`config.mk`:
```
export PLATFORM = sky130hd
export DESIGN_NAME = bit_serializer
export DESIGN_NICKNAME = d
export VERILOG_FILES = /design/src/rtl/ser_pkg.sv /design/src/rtl/ser_bit_cnt.sv /design/src/rtl/bit_serializer.sv
export SDC_FILE = /design/constraint.sdc
export NUM_CORES = 1
export LEC_CHECK = 0
export ABC_AREA = 1
export BUFFER_PORTS_ARGS = -buffer_cell sky130_fd_sc_hd__buf_2
export CORE_MARGIN = 2
export CORE_UTILIZATION = 35
export CTS_BUF_LIST = sky130_fd_sc_hd__clkbuf_8 sky130_fd_sc_hd__clkbuf_16
export CTS_CLUSTER_SIZE = 30
export DETAILED_ROUTE_END_ITERATION = 7
export PLACE_DENSITY = 0.62
export SETUP_SLACK_MARGIN = 0.2
export SYNTH_ARGS = -nofsm -noshare
export SYNTH_HDL_FRONTEND = slang
export SYNTH_SLANG_ARGS = --single-unit
```
`constraint.sdc`:
```
create_clock -name clk -period 2.75 [get_ports clk]
set_input_delay 0.275 -clock clk [delete_from_list [all_inputs] [get_ports clk]]
set_output_delay 0.275 -clock clk [all_outputs]
set_load 0.05 [all_outputs]
```
`src/rtl/ser_pkg.sv`:
```
// Shared types and constants for the parallel-to-serial stage (bit_serializer).
// Holds the FSM encoding, counter sizing and the serial idle level.
// Pure declarations: no logic, no latency, no flow control of its own.
package ser_pkg;

  typedef enum logic [1:0] {
    IDLE   = 2'd0,
    SHIFT  = 2'd1,
    PARITY = 2'd2
  } ser_state_e;

  localparam int   SER_DEF_WIDTH = 8;
  localparam int   SER_CNT_W     = $clog2(SER_DEF_WIDTH);
  localparam logic SER_IDLE      = 1'b0;

  // Bit-counter width for a given word width; never narrower than one bit.
  function automatic int cnt_width(input int width);
    return (width < 2) ? 1 : $clog2(width);
  endfunction

endpackage

```
`src/rtl/ser_bit_cnt.sv`:
```
// Bit position counter for one word: counts 0..WIDTH-1, flags the last bit.
// Latency: last reflects the registered count, no combinational input path.
// Backpressure: none; the owner decides when to clear or advance.
module ser_bit_cnt
  import ser_pkg::*;
#(
  parameter int WIDTH = 8,
  parameter int CW    = cnt_width(WIDTH)
) (
  input  logic clk,
  input  logic rst,
  input  logic clr,
  input  logic inc,
  output logic last
);

  logic [CW-1:0] cnt;

  always_ff @(posedge clk) begin
    if (!rst) begin
      cnt <= '0;
    end else if (clr) begin
      cnt <= '0;
    end else if (inc) begin
      cnt <= cnt + 1'b1;
    end
  end

  assign last = (cnt == CW'(WIDTH - 1));

endmodule

```
`src/rtl/bit_serializer.sv`:
```
// Parallel-to-serial stage feeding the 1011 detectors; optional parity bit via SER_PARITY_EN.
// Latency: first bit on ser_out the cycle after the transfer; WIDTH (+1 parity) bits per word.
// Backpressure: din_ready only in IDLE and in the final serial cycle, so words stream gaplessly.
module bit_serializer
  import ser_pkg::*;
#(
  parameter int WIDTH     = 8,
  parameter int MSB_FIRST = 1
) (
  input  logic             clk,
  input  logic             rst,
  input  logic [WIDTH-1:0] din,
  input  logic             din_valid,
  output logic             din_ready,
  output logic             ser_out,
  output logic             ser_valid,
  output logic             busy
);

  ser_state_e       state_q;
  ser_state_e       state_d;
  logic [WIDTH-1:0] shreg_q;
  logic             last;
  logic             xfer;
  logic             cnt_clr;
  logic             cnt_inc;
  logic             cur_bit;
`ifdef SER_PARITY_EN
  logic             par_q;
`endif

  assign xfer = din_valid & din_ready;

  always_comb begin
    state_d   = state_q;
    din_ready = 1'b0;
    case (state_q)
      IDLE: begin
        din_ready = 1'b1;
        if (din_valid) state_d = SHIFT;
      end
      SHIFT: begin
        if (last) begin
`ifdef SER_PARITY_EN
          state_d = PARITY;
`else
          din_ready = 1'b1;
          state_d   = din_valid ? SHIFT : IDLE;
`endif
        end
      end
`ifdef SER_PARITY_EN
      PARITY: begin
        din_ready = 1'b1;
        state_d   = din_valid ? SHIFT : IDLE;
      end
`endif
      default: state_d = IDLE;
    endcase
  end

  always_ff @(posedge clk) begin
    if (!rst) begin
      state_q <= IDLE;
    end else begin
      state_q <= state_d;
    end
  end

  // The counter restarts at every load and also after the last bit, so it never reaches WIDTH.
  assign cnt_clr = xfer | ((state_q == SHIFT) & last);
  assign cnt_inc = (state_q == SHIFT) & ~last;

  ser_bit_cnt #(
    .WIDTH (WIDTH)
  ) u_bit_cnt (
    .clk  (clk),
    .rst  (rst),
    .clr  (cnt_clr),
    .inc  (cnt_inc),
    .last (last)
  );

  always_ff @(posedge clk) begin
    if (!rst) begin
      shreg_q <= '0;
    end else if (xfer) begin
      shreg_q <= din;
    end else if (state_q == SHIFT) begin
      if (MSB_FIRST != 0) shreg_q <= {shreg_q[WIDTH-2:0], 1'b0};
      else                shreg_q <= {1'b0, shreg_q[WIDTH-1:1]};
    end
  end

`ifdef SER_PARITY_EN
  always_ff @(posedge clk) begin
    if (!rst) begin
      par_q <= 1'b0;
    end else if (xfer) begin
      par_q <= ^din;
    end
  end
`endif

  assign cur_bit = (MSB_FIRST != 0) ? shreg_q[WIDTH-1] : shreg_q[0];

  always_comb begin
    ser_valid = 1'b0;
    ser_out   = SER_IDLE;
    case (state_q)
      SHIFT: begin
        ser_valid = 1'b1;
        ser_out   = cur_bit;
      end
`ifdef SER_PARITY_EN
      PARITY: begin
        ser_valid = 1'b1;
        ser_out   = par_q;
      end
`endif
      default: begin
        ser_valid = 1'b0;
        ser_out   = SER_IDLE;
      end
    endcase
  end

  assign busy = (state_q != IDLE);

endmodule
```
======== Word-level counts from Yosys, hierarchy flattened ========
Index checks and enable logic that the tools add are counted.
word-level totals
  bits in registers ....................... 13
  bits of input ports ..................... 11
  output and inout bits ................... 4
  logic and storage cells ................. 29
operators by class
  add/subtract/negate cells ............... 1
  equal/unequal tests ..................... 4
  muxes and demuxes ....................... 10
  bitwise logic cells ..................... 6
  reductions and logical operators ........ 5
operators with widths
  cell                                                  count
  two-way mux 8 bit                                     2
  two-way mux 1 bit                                     4
  two-way mux 2 bit                                     2
  inequality test 2 bit (second input constant)         2
  one-hot mux 2 bit (2 select lines)                    1
  nonzero test 2 bit                                    2
  adder 3 x 1 -> 3 bit (second input constant)          1
  bitwise AND 1 bit                                     3
  equality test 3 bit (second input constant)           1
  equality test 2 x 1 -> 1 bit (second input constant)  1
  logical NOT 2 bit                                     1
  NOT 1 bit                                             2
  one-hot mux 1 bit (2 select lines)                    1
  AND reduction 2 bit                                   1
  OR reduction 2 bit                                    1
  OR 1 bit                                              1

======== Longest topological paths before layout ========
Gate-level depths: netlist (run 1).
  word-level depth ........................ 6
  gate-level depth with buffers ........... 9
  gate-level depth less buffers ........... 8

======== Modules after synthesis ========
Synthesis (run 1) repeated with hierarchy kept, for this count alone.
unflattened totals
  cell total of the unflattened synthesis .. 102
  area, all modules ....................... 696.9 um2
modules (own cells, without submodules)
  module          times used  cells an instance  area each (um2)  seq. area each (um2)
  bit_serializer  1           83                 554.3            180.2
  ser_bit_cnt     1           19                 142.6            60.1

======== Worst setup path after synthesis (run 1) ========
No wires, ideal clock.
  kind .................................... register to output
  from .................................... register state_q[0]
  to ...................................... output port ser_out
  data arrival time ....................... 1144 ps
  required time ........................... 2475 ps
  setup slack ............................. 1331 ps
  cell stages (with the launch flop) ...... 3
  path buffers ............................ 0
  cells stage by stage .................... dfxtp_1 > nand2_1 > inv_1
between the ends
  cells in the longest elaborated chain, start to end .. 2
ends and longest elaborated chain
  element                       RTL line               text
  from (decl)                   bit_serializer.sv:20   ser_state_e state_q;
  from (signal assigned)        bit_serializer.sv:66   state_q <= state_d;
  equality test 2 x 1 -> 1 bit  bit_serializer.sv:110  case (state_q)
  two-way mux 1 bit             bit_serializer.sv:110
  to (decl)                     bit_serializer.sv:15   output logic ser_out,
No other way between the ends.

======== Worst setup path after layout (run 1) ========
  from .................................... register u_bit_cnt.cnt[0]
  to ...................................... output port din_ready
between the ends
  cells in the longest elaborated chain, start to end .. 3
ends and longest elaborated chain
  element                             RTL line              text
  from (decl)                         ser_bit_cnt.sv:17     logic [CW-1:0] cnt;
  from (signal assigned)              ser_bit_cnt.sv:25     cnt <= cnt + 1'b1;
  equality test 3 bit                 ser_bit_cnt.sv:29     assign last = (cnt == CW'(WIDTH - 1));
  two-way mux 1 bit                   bit_serializer.sv:43  if (last) begin
  one-hot mux 1 bit (2 select lines)  bit_serializer.sv:37  case (state_q)
  to (decl)                           bit_serializer.sv:14  output logic din_ready,
No other way between the ends.

==> results.md, run 1 <==
- Vias: 562
- Largest net degree at the start of global routing: 21
- Final period demand of the worst path: 1800 ps
- Number of core rows: 15
- DPL Wire Length: 817 µm
- Final Max Tran Viols: 0
- Leak pwr: 0.000359 µW
- Area Growth Syn to Fin: 15.4%
- Pwr dens: 620 nW/µm²
- Worst Hold Class: input port to flip-flop
- Dominant synthesized flop cell: dfxtp_1
- Critical path launch point type: flip-flop
- Port Buffer Count: 14
- DIE HEIGHT: between 40 and 50 µm
- Max VDD drop: 262 µV
- Total die area: 2190 µm²
- Syn Nets: approximately 100
- Die width: 46.8 µm
- Global-route wire length before repair: 1.81 mm
- Num Clock Sinks: 12
- Yosys cell types: 17
- Flops & latches, synth: 12
- Status: finished, final reports clean
- Setup bufs post-CTS: 0
- Worst-Margin Slew: 353 ps
- Slew HR: 76.4%
- Crit-path max cell delay: 350 ps
- Commonest non-fill, non-tap cells in the layout: 17 x nor2_1, 14 x buf_2, 13 x nand2_1
- Total negative slack: 0 ps
- Initial DRC Count: 9
- Tot GR Track Use: 12.1%
- Yosys Warn Count: 0
- Reg clk slew, reported paths: roughly 50 ps
- Clk_skew: roughly 2.6 ps
- Hold Fails Final Rpt: 0
- # IOs: 15
- Drt pass-1 iters: 4
- CP endpoint kind: primary output
- Antenna diodes: 0
- Clk_lat worst skew: 240 ps
- Initial antenna violation count: 0
- Mapped cell area: 642 µm²
- Unrepaired setup endpoints after global routing: false
- Critical path cell sequence: ha_1 -> ha_1 -> inv_1 -> nand2_2 -> buf_2
- Post-DRT Antenna Nets: 0
- CP Class: flip-flop to primary output
- Critical Path AT: about 1500 ps
- CP most frequent cell: ha_1
- H-Tree Depth: 1
- Root Driver: clkbuf_8
- CTS max path bufs: 2
- Tcrit/Tclk final: 65.5%
- Via density: 4.39
- Worst Path Buf+Inv: 2
- Vias in the first global route: 449
- Inserted Clock Buffers: 3
- Cts hold-fix bufs: 0
- Crit-path max FO: 20
- Post-Syn Instances: 91
- Family with the most delay on the worst path: buffers and inverters
- Fin util: a little over two fifths
- Commonest non-fill, non-tap cell in the layout: nor2_1
- GP Congestion: 0.789
- Register area share after synthesis: 37.4%
- Drt total wl: 1.16 mm
- Avg WL per Cell: 9.05 µm
- Layout cell share with drive strength beyond 1: 22.3%
- CP Data Required Time: 2480 ps
- Core Area: 1730 µm²
- Post-CTS Resized: 0
- Final #Nets: 117
- CTS tree: yes
- Ys async rst share: 0%
- # Max-Cap Violations: 0
- GRT overflow: 0
- Fmax: 0.556 GHz
- Post-synth EDFFs: 0
- CP max stage cell: dfxtp_1
- Initial Utilization: 37.2%
- Avg Inst Size Synth: 7.05 µm²
- # DRC: 0
- Final setup violation count: 0
==> synth_stat cells (2+ instances only) <==
cell	n	area share [%]
a21oi_1	10	7.8
buf_6	4	7.0
dfxtp_1	12	37
ha_1	2	3.9
inv_1	10	5.8
nand2_1	13	7.6
nand3_1	8	6.2
nor2_1	17	9.9
o21ai_1	7	5.5
==> flip-flops by register name, summed over array words and instances, names as in the netlist <==
signal / count
shreg_q: 8
state_q: 1
u_bit_cnt.cnt: 3
==> cells by family (layout without fill, tap and decap cells) <==
kind of cell	Yosys count	in the layout	share of synthesized area, %
compound gates	18	18	14.6
xor+xnor	1	1	1.36
fa+ha+maj	2	2	3.90
buf+inv	18	30	16.2
flops	12	12	37.4
simple gates	40	40	26.5
==> worst min-delay path: cells and delay by family <==
kind                   cells  cell delay (ps)
buffers and inverters      1              100
AO/OA/AOI/OAI              1               60
AND/OR/NAND/NOR            1               70
==> power breakdown <==
| group | internal [µW] | switching [µW] | leakage [µW] |
|---|---|---|---|
| Combinational | 25.0 | 49.8 | 0.000232 |
| Clock | 126 | 65.0 | 0.0000288 |
| Sequential | 186 | 7.25 | 0.0000988 |
| Total | 337 | 122 | 0.000359 |
==> final cells by class <==
type,count,area [µm²]
Fill cell,196,986
Timing Repair Buffer,14,70.1
Clock buffer,4,55.1
Multi-Input combinational cell,61,298
Inverter,12,46.3
Sequential cell,12,240
Tap cell,25,31.3
==> metal layers <==
layer,global-route usage [%],wire (µm),vias up
li1,-,-,309
met1,15.4,598,237
met2,17.5,489,14
met3,3.46,50,2
met4,8.33,19,0
met5,0,0,-
==> path summary, 6_finish.rpt <==
| path | from | to | slack, ps | depth (start not counted) |
|---|---|---|---|---|
| worst max register to register | u_bit_cnt.cnt[0]$_SDFFE_PP0P_ | u_bit_cnt.cnt[1]$_SDFFE_PP0P_ | 1290 | 7 |
| worst min-delay path | din[0] | shreg_q[0]$_SDFFE_PN0P_ | 310 | 3 |
| worst min register to register | u_bit_cnt.cnt[2]$_SDFFE_PP0P_ | u_bit_cnt.cnt[2]$_SDFFE_PP0P_ | 470 | 2 |
| worst max-delay path | u_bit_cnt.cnt[0]$_SDFFE_PP0P_ | din_ready | 950 | 5 |
==> per-stage QoR <==
step / cells / area (µm²) / hold slack, ps / worst slack [ps] / power, µW
floorplan: 91 / 642 / 407 / 1330 / 262
global placement: 124 / 686 / 454 / 1230 / 271
detailed placement: 124 / 686 / 462 / 1200 / 272
CTS: 128 / 741 / 306 / 941 / 465
global route: 128 / 741 / 319 / 866 / 485
finish: 128 / 741 / 313 / 950 / 459
Power figures use the tool's default switching activity.
==> run 2, diff against run 1 <==
--- a/config.mk
+++ b/config.mk
@@ -12,7 +12,7 @@
 export CTS_BUF_LIST = sky130_fd_sc_hd__clkbuf_8 sky130_fd_sc_hd__clkbuf_16
 export CTS_CLUSTER_SIZE = 30
 export DETAILED_ROUTE_END_ITERATION = 7
-export PLACE_DENSITY = 0.62
+export PLACE_DENSITY = 0.64
 export SETUP_SLACK_MARGIN = 0.2
 export SYNTH_ARGS = -nofsm -noshare
 export SYNTH_HDL_FRONTEND = slang
==> constraint.sdc (replaced) <==
create_clock -name clk -period 1.6 [get_ports clk]
set_input_delay 0.16 -clock clk [delete_from_list [all_inputs] [get_ports clk]]
set_output_delay 0.16 -clock clk [all_outputs]
set_load 0.05 [all_outputs]
==> results.md, run 2 (synthesis results as in run 1) <==
- Biggest regs: shreg_q (8), u_bit_cnt.cnt (3), state_q (1)
- Worst-Margin Slew: 342 ps (-11.1 ps)
- Vias in the first global route: 520 (+16%)
- Grt peak-use layer: met2
- Total negative slack: 0 ps (unchanged)
- Critical path launch point type: flip-flop
- Tot GR Track Use: 14.9% (+2.8 points)
- Post-DRT Antenna Nets: 0 (unchanged)
- # DRC: 0 (unchanged)
- Combinational cell fraction of total power: 18.4% (+2.1 points)
- WHS: 193 ps (-120 ps)
- Final #Nets: 121 (+3.4%)
- Largest net degree at the start of global routing: 18 (-14%)
- Number of core rows: 15 (unchanged)
- Slew HR: 77.2% (+0.82 points)
- Pwr dens: 1020 nW/µm² (+64%)
- # IOs: 15 (unchanged)
- Commonest non-fill, non-tap cell in the layout: nor2_1
- Initial DRC Count: 9 (unchanged)
- Top reg by flops: shreg_q
- Worst setup margin: 211 ps (-739 ps)
- Avg WL per Cell: 11.4 µm (+26%)
- Fmax: 0.720 GHz
- Cell Area, Placed: 686 µm² (unchanged)
- H-Tree Depth: 1 (unchanged)
- CP Class: flip-flop to primary output
- Worst Hold Class: input port to flip-flop
- Crit-path max FO: 3 (-85%)
- Final Max Tran Viols: 0 (unchanged)
- Max VDD drop: 365 µV (+40%)
- Hold Fails Final Rpt: 0 (unchanged)
- Root Driver: clkbuf_8
- Antenna diodes: 0 (unchanged)
- Num Clock Sinks: 12 (unchanged)
- Port Buffer Count: 14 (unchanged)
- Total die area: 2190 µm² (unchanged)
- Via density: 4.55 (+3.5%)
- Post-route cell area: 818 µm² (+10%)
- Commonest non-fill, non-tap cells in the layout: 17 x nor2_1, 13 x nand2_1, 13 x buf_2
- CTS tree: yes
- Area Growth Syn to Fin: 27.5%
- Reg power frac: 40.3% (-1.7 points)
- Inserted Clock Buffers: 3 (unchanged)
- Drt pass-1 iters: 4 (unchanged)
- Switching Share: 28.4% (+1.9 points)
- Status: finished, final reports clean
- Final cell count without fillers: 132 (+3.1%)
- CP endpoint kind: primary output
- Met3 Usage GRT: 3.46% (unchanged)
- Net Switching: 236 µW (+94%)
- Register-to-register setup slack: 270 ps (-1020 ps)
- Final period demand of the worst path: 1390 ps
- Drt total wl: 1.51 mm (+30%)
- Global-route wire length before repair: 2.28 mm (+26%)
- GRT overflow: 0 (unchanged)
- Clk_lat worst skew: 240 ps (about the same)
- DIE HEIGHT: 46.8 µm (unchanged)
- Clock Power Share: 41.3% (-0.4 points)
- Reg clk slew, reported paths: 60 ps (about the same)
- Vias: 600 (+6.8%)
- Critical Path AT: 1230 ps (-300 ps)
- Dpl ws: 143 ps (-1060 ps)
- Core Area: 1730 µm² (unchanged)
- CP Data Required Time: 1440 ps (-1040 ps)
- Initial Utilization: 37.2% (unchanged)
- M2 GR Usage: 23.0% (+5.5 points)
- Max FFs per register: 8 (unchanged)
- CTS max path bufs: 2 (unchanged)
- Unrepaired setup endpoints after global routing: false
- Die width: 46.8 µm (unchanged)
- GP Congestion: 0.787 (-0.27%)
- Dpl cells: 124 (unchanged)
- Final setup violation count: 0 (unchanged)
- Internal power: 595 µW (+77%)
- Layout cell share with drive strength beyond 1: 30.8% (+8.5 points)
- Met1 usage: 19.8% (+4.4 points)
- Initial antenna violation count: 0 (unchanged)
- Leak pwr: 0.000381 µW (+5.9%)
- Cts hold-fix bufs: 0 (unchanged)
- Tcrit/Tclk final: 86.8%
- # Max-Cap Violations: 0 (unchanged)
- Clk_skew: 1.06 ps (-1.51 ps)
- DPL Wire Length: 799 µm (-2.2%)
## run 2: path summary, 6_finish.rpt
kind,from,to,cells past startpoint
worst min-delay path,din[0],shreg_q[0]$_SDFFE_PN0P_,3
worst max-delay path,u_bit_cnt.cnt[0]$_SDFFE_PP0P_,din_ready,5
worst max register to register,u_bit_cnt.cnt[0]$_SDFFE_PP0P_,u_bit_cnt.cnt[1]$_SDFFE_PP0P_,8
worst min register to register,u_bit_cnt.cnt[2]$_SDFFE_PP0P_,u_bit_cnt.cnt[2]$_SDFFE_PP0P_,2
## run 2: critical path: stages, from the launching register on
cell     delay, ps
dfxtp_2        340
ha_4           160
ha_2           160
inv_2           80
nand2_4         70
buf_8          160
## run 2: metal layers
layer	share of wire [%]	up-vias
met5	0	-
met1	45	258
met4	3.9	0
met3	3.0	7
li1	-	318
met2	48	17
## run 2: area by class of cell
class | instances | area (µm²)
inverter | 12 | 46.3
tap | 25 | 31.3
timing repair buffer | 17 | 106
multi-input combinational | 62 | 337
clock buffer | 4 | 55.1
fill | 185 | 908
sequential | 12 | 243
## run 2: repair_timing
| action | in CTS | in global routing |
|---|---|---|
| gates cloned | 1 | 0 |
| pin swaps | 0 | 1 |
| setup buffers | 2 | 1 |
| gates resized for setup | 8 | 5 |
| endpoints found under the setup margin | 12 | 10 |
## run 2: metrics by stage
stage	power [µW]	util (%)
detailed placement	466	39.7
global placement	466	39.7
floorplan	450	-
CTS	820	45.4
global route	860	47.4
finish	832	47.4
## run 2: power groups by stage
stage	Sequential, µW	Clock (µW)	Combinational (µW)
2_1_floorplan	342	0	108
3_3_place_gp	337	0	128
3_5_place_dp	338	0	129
4_1_cts	334	344	142
5_1_grt	337	353	170
6_report	335	344	153
==> run 3, diff against run 2 <==
--- a/config.mk
+++ b/config.mk
@@ -7,6 +7,7 @@
 export LEC_CHECK = 0
 export ABC_AREA = 1
 export BUFFER_PORTS_ARGS = -buffer_cell sky130_fd_sc_hd__buf_2
+export CORE_ASPECT_RATIO = 1.2
 export CORE_MARGIN = 2
 export CORE_UTILIZATION = 35
 export CTS_BUF_LIST = sky130_fd_sc_hd__clkbuf_8 sky130_fd_sc_hd__clkbuf_16
==> results.md, run 3 (synthesis results as in run 1) <==
- Avg WL per Cell: 10.7 µm (-6.8%)
- CP endpoint kind: primary output
- Slew HR: 83.7% (+6.5 points)
- Biggest regs: shreg_q (8), u_bit_cnt.cnt (3), state_q (1)
- Pwr dens: 960 nW/µm² (-5.6%)
- Initial DRC Count: 6 (-3)
- Net Switching: 218 µW (-7.8%)
- Hold Fails Final Rpt: 0 (unchanged)
- CP Class: flip-flop to primary output
- GP Congestion: 0.694 (-12%)
- Tcrit/Tclk final: 85.0% (-1.8 points)
- Worst Hold Class: input port to flip-flop
- Port Buffer Count: 14 (unchanged)
- Largest net degree at the start of global routing: 15 (-3)
- Crit-path max FO: 3 (unchanged)
- Antenna diodes: 0 (unchanged)
- Reg clk slew, reported paths: 50 ps (about the same)
- Post-DRT Antenna Nets: 0 (unchanged)
- Final setup violation count: 0 (unchanged)
- CP Data Required Time: 1440 ps (about the same)
- Dpl cells: 118 (-4.8%)
- Core Area: 1680 µm² (-2.6%)
- Die width: 43.1 µm (-8.0%)
- Leak pwr: 0.000401 µW (+5.3%)
- Drt pass-1 iters: 4 (unchanged)
- Worst-Margin Slew: 247 ps (-95.5 ps)
- Number of core rows: 16 (+1)
- Unrepaired setup endpoints after global routing: false
- # IOs: 15 (unchanged)
- Vias: 602 (+0.33%)
- Combinational cell fraction of total power: 19.9% (+1.5 points)
- Hold Crit Start: din[0]
- Vias in the first global route: 564 (+8.5%)
- Cts hold-fix bufs: 0 (unchanged)
- # Max-Cap Violations: 0 (unchanged)
- Clock Power Share: 39.3% (-2.0 points)
- Commonest non-fill, non-tap cells in the layout: 16 x nor2_1, 13 x nand2_1, 13 x buf_2
- DIE HEIGHT: 50.9 µm (+8.7%)
- Post-route cell area: 858 µm² (+4.9%)
- Inserted Clock Buffers: 3 (unchanged)
- Status: finished, final reports clean
- WHS: 183 ps (-9.82 ps)
- Internal power: 606 µW (+1.8%)
- GRT overflow: 0 (unchanged)
- Initial antenna violation count: 0 (unchanged)
- Critical path launch point type: flip-flop
- Layout cell share with drive strength beyond 1: 33.3% (+2.5 points)
- Reg-to-Reg Start: u_bit_cnt.cnt[0]$_SDFFE_PP0P_
- CP Launch Point: u_bit_cnt.cnt[0]$_SDFFE_PP0P_
- Final period demand of the worst path: 1360 ps (-28.6 ps)
- Root Driver: clkbuf_8
- Top reg by flops: shreg_q
- Final Max Tran Viols: 0 (unchanged)
- Cell Area, Placed: 684 µm² (-0.18%)
- Reg power frac: 40.7% (+0.4 points)
- Tot GR Track Use: 13.9% (-1.0 points)
- # DRC: 0 (unchanged)
- Max FFs per register: 8 (unchanged)
- Via density: 4.78 (+5.1%)
- Critical Path AT: 1200 ps (-30 ps)
- Global-route wire length before repair: 2.28 mm (+0.26%)
- DPL Wire Length: 853 µm (+6.8%)
- Drt total wl: 1.34 mm (-11%)
- Num Clock Sinks: 12 (unchanged)
- H-Tree Depth: 1 (unchanged)
- Clk_lat worst skew: 240 ps (about the same)
- Switching Share: 26.5% (-2.0 points)
- CTS max path bufs: 2 (unchanged)
- Fin util: 51.0% (+3.7 points)
- Total die area: 2190 µm² (about the same)
- Final #Nets: 122 (+0.83%)
- Clk_skew: 3.75 ps (+2.69 ps)
- Fmax: 0.735 GHz (+2.1%)
- Initial Utilization: 38.2% (+1.0 points)
- Total negative slack: 0 ps (unchanged)
- Commonest non-fill, non-tap cell in the layout: nor2_1
- Final cell count without fillers: 126 (-4.5%)
- Area Growth Syn to Fin: 33.7%
- Max VDD drop: 544 µV (+49%)
- CTS tree: yes
run 3: metal layers:
layer | wire length [µm] | global-route usage, % | share of wire, %
met1 | 606 | 15.7 | 45
met2 | 644 | 23.4 | 48
met3 | 71 | 2.47 | 5.3
met4 | 19 | 9.09 | 1.4
met5 | 0 | 0 | 0
run 3: repair_timing:
item	in CTS	in global routing
pin swaps	0	2
buffers inserted	1	1
gates resized for setup	8	8
setup endpoints to repair	11	8
gates cloned	1	1
run 3: area by class of cell:
cell class                 instances  area, µm²
fill                             183        823
sequential                        12        244
inverter                          12       48.8
tap                               18       22.5
multi-input combinational         62        348
timing repair buffer              18        140
clock buffer                       4       55.1
run 3: final timing paths:
check	to	cells past startpoint	slack, ps
setup / recovery	din_ready	5	240
hold / removal	shreg_q[0]$_SDFFE_PN0P_	3	180
setup reg to reg	shreg_q[1]$_SDFFE_PN0P_	9	290
hold reg to reg	u_bit_cnt.cnt[1]$_SDFFE_PP0P_	2	470
run 3: metrics by stage:
step	setup slack, ps	power, µW
global placement	195	469
CTS	222	819
finish	239	824
floorplan	256	450
global route	204	874
detailed placement	142	470
run 3: power by group through the flow:
stage	Combinational (µW)	Clock (µW)	Sequential, µW
after floorplan	108	0	342
after global placement	131	0	338
after detailed placement	132	0	338
after CTS	147	338	334
after global routing	184	353	337
final	164	324	335
run 3: critical path: stages, from the launching register on:
cell and delay [ps]:
dfxtp_2 320, ha_2 190, ha_4 160, inv_4 80
nand2_8 70, buf_8 150
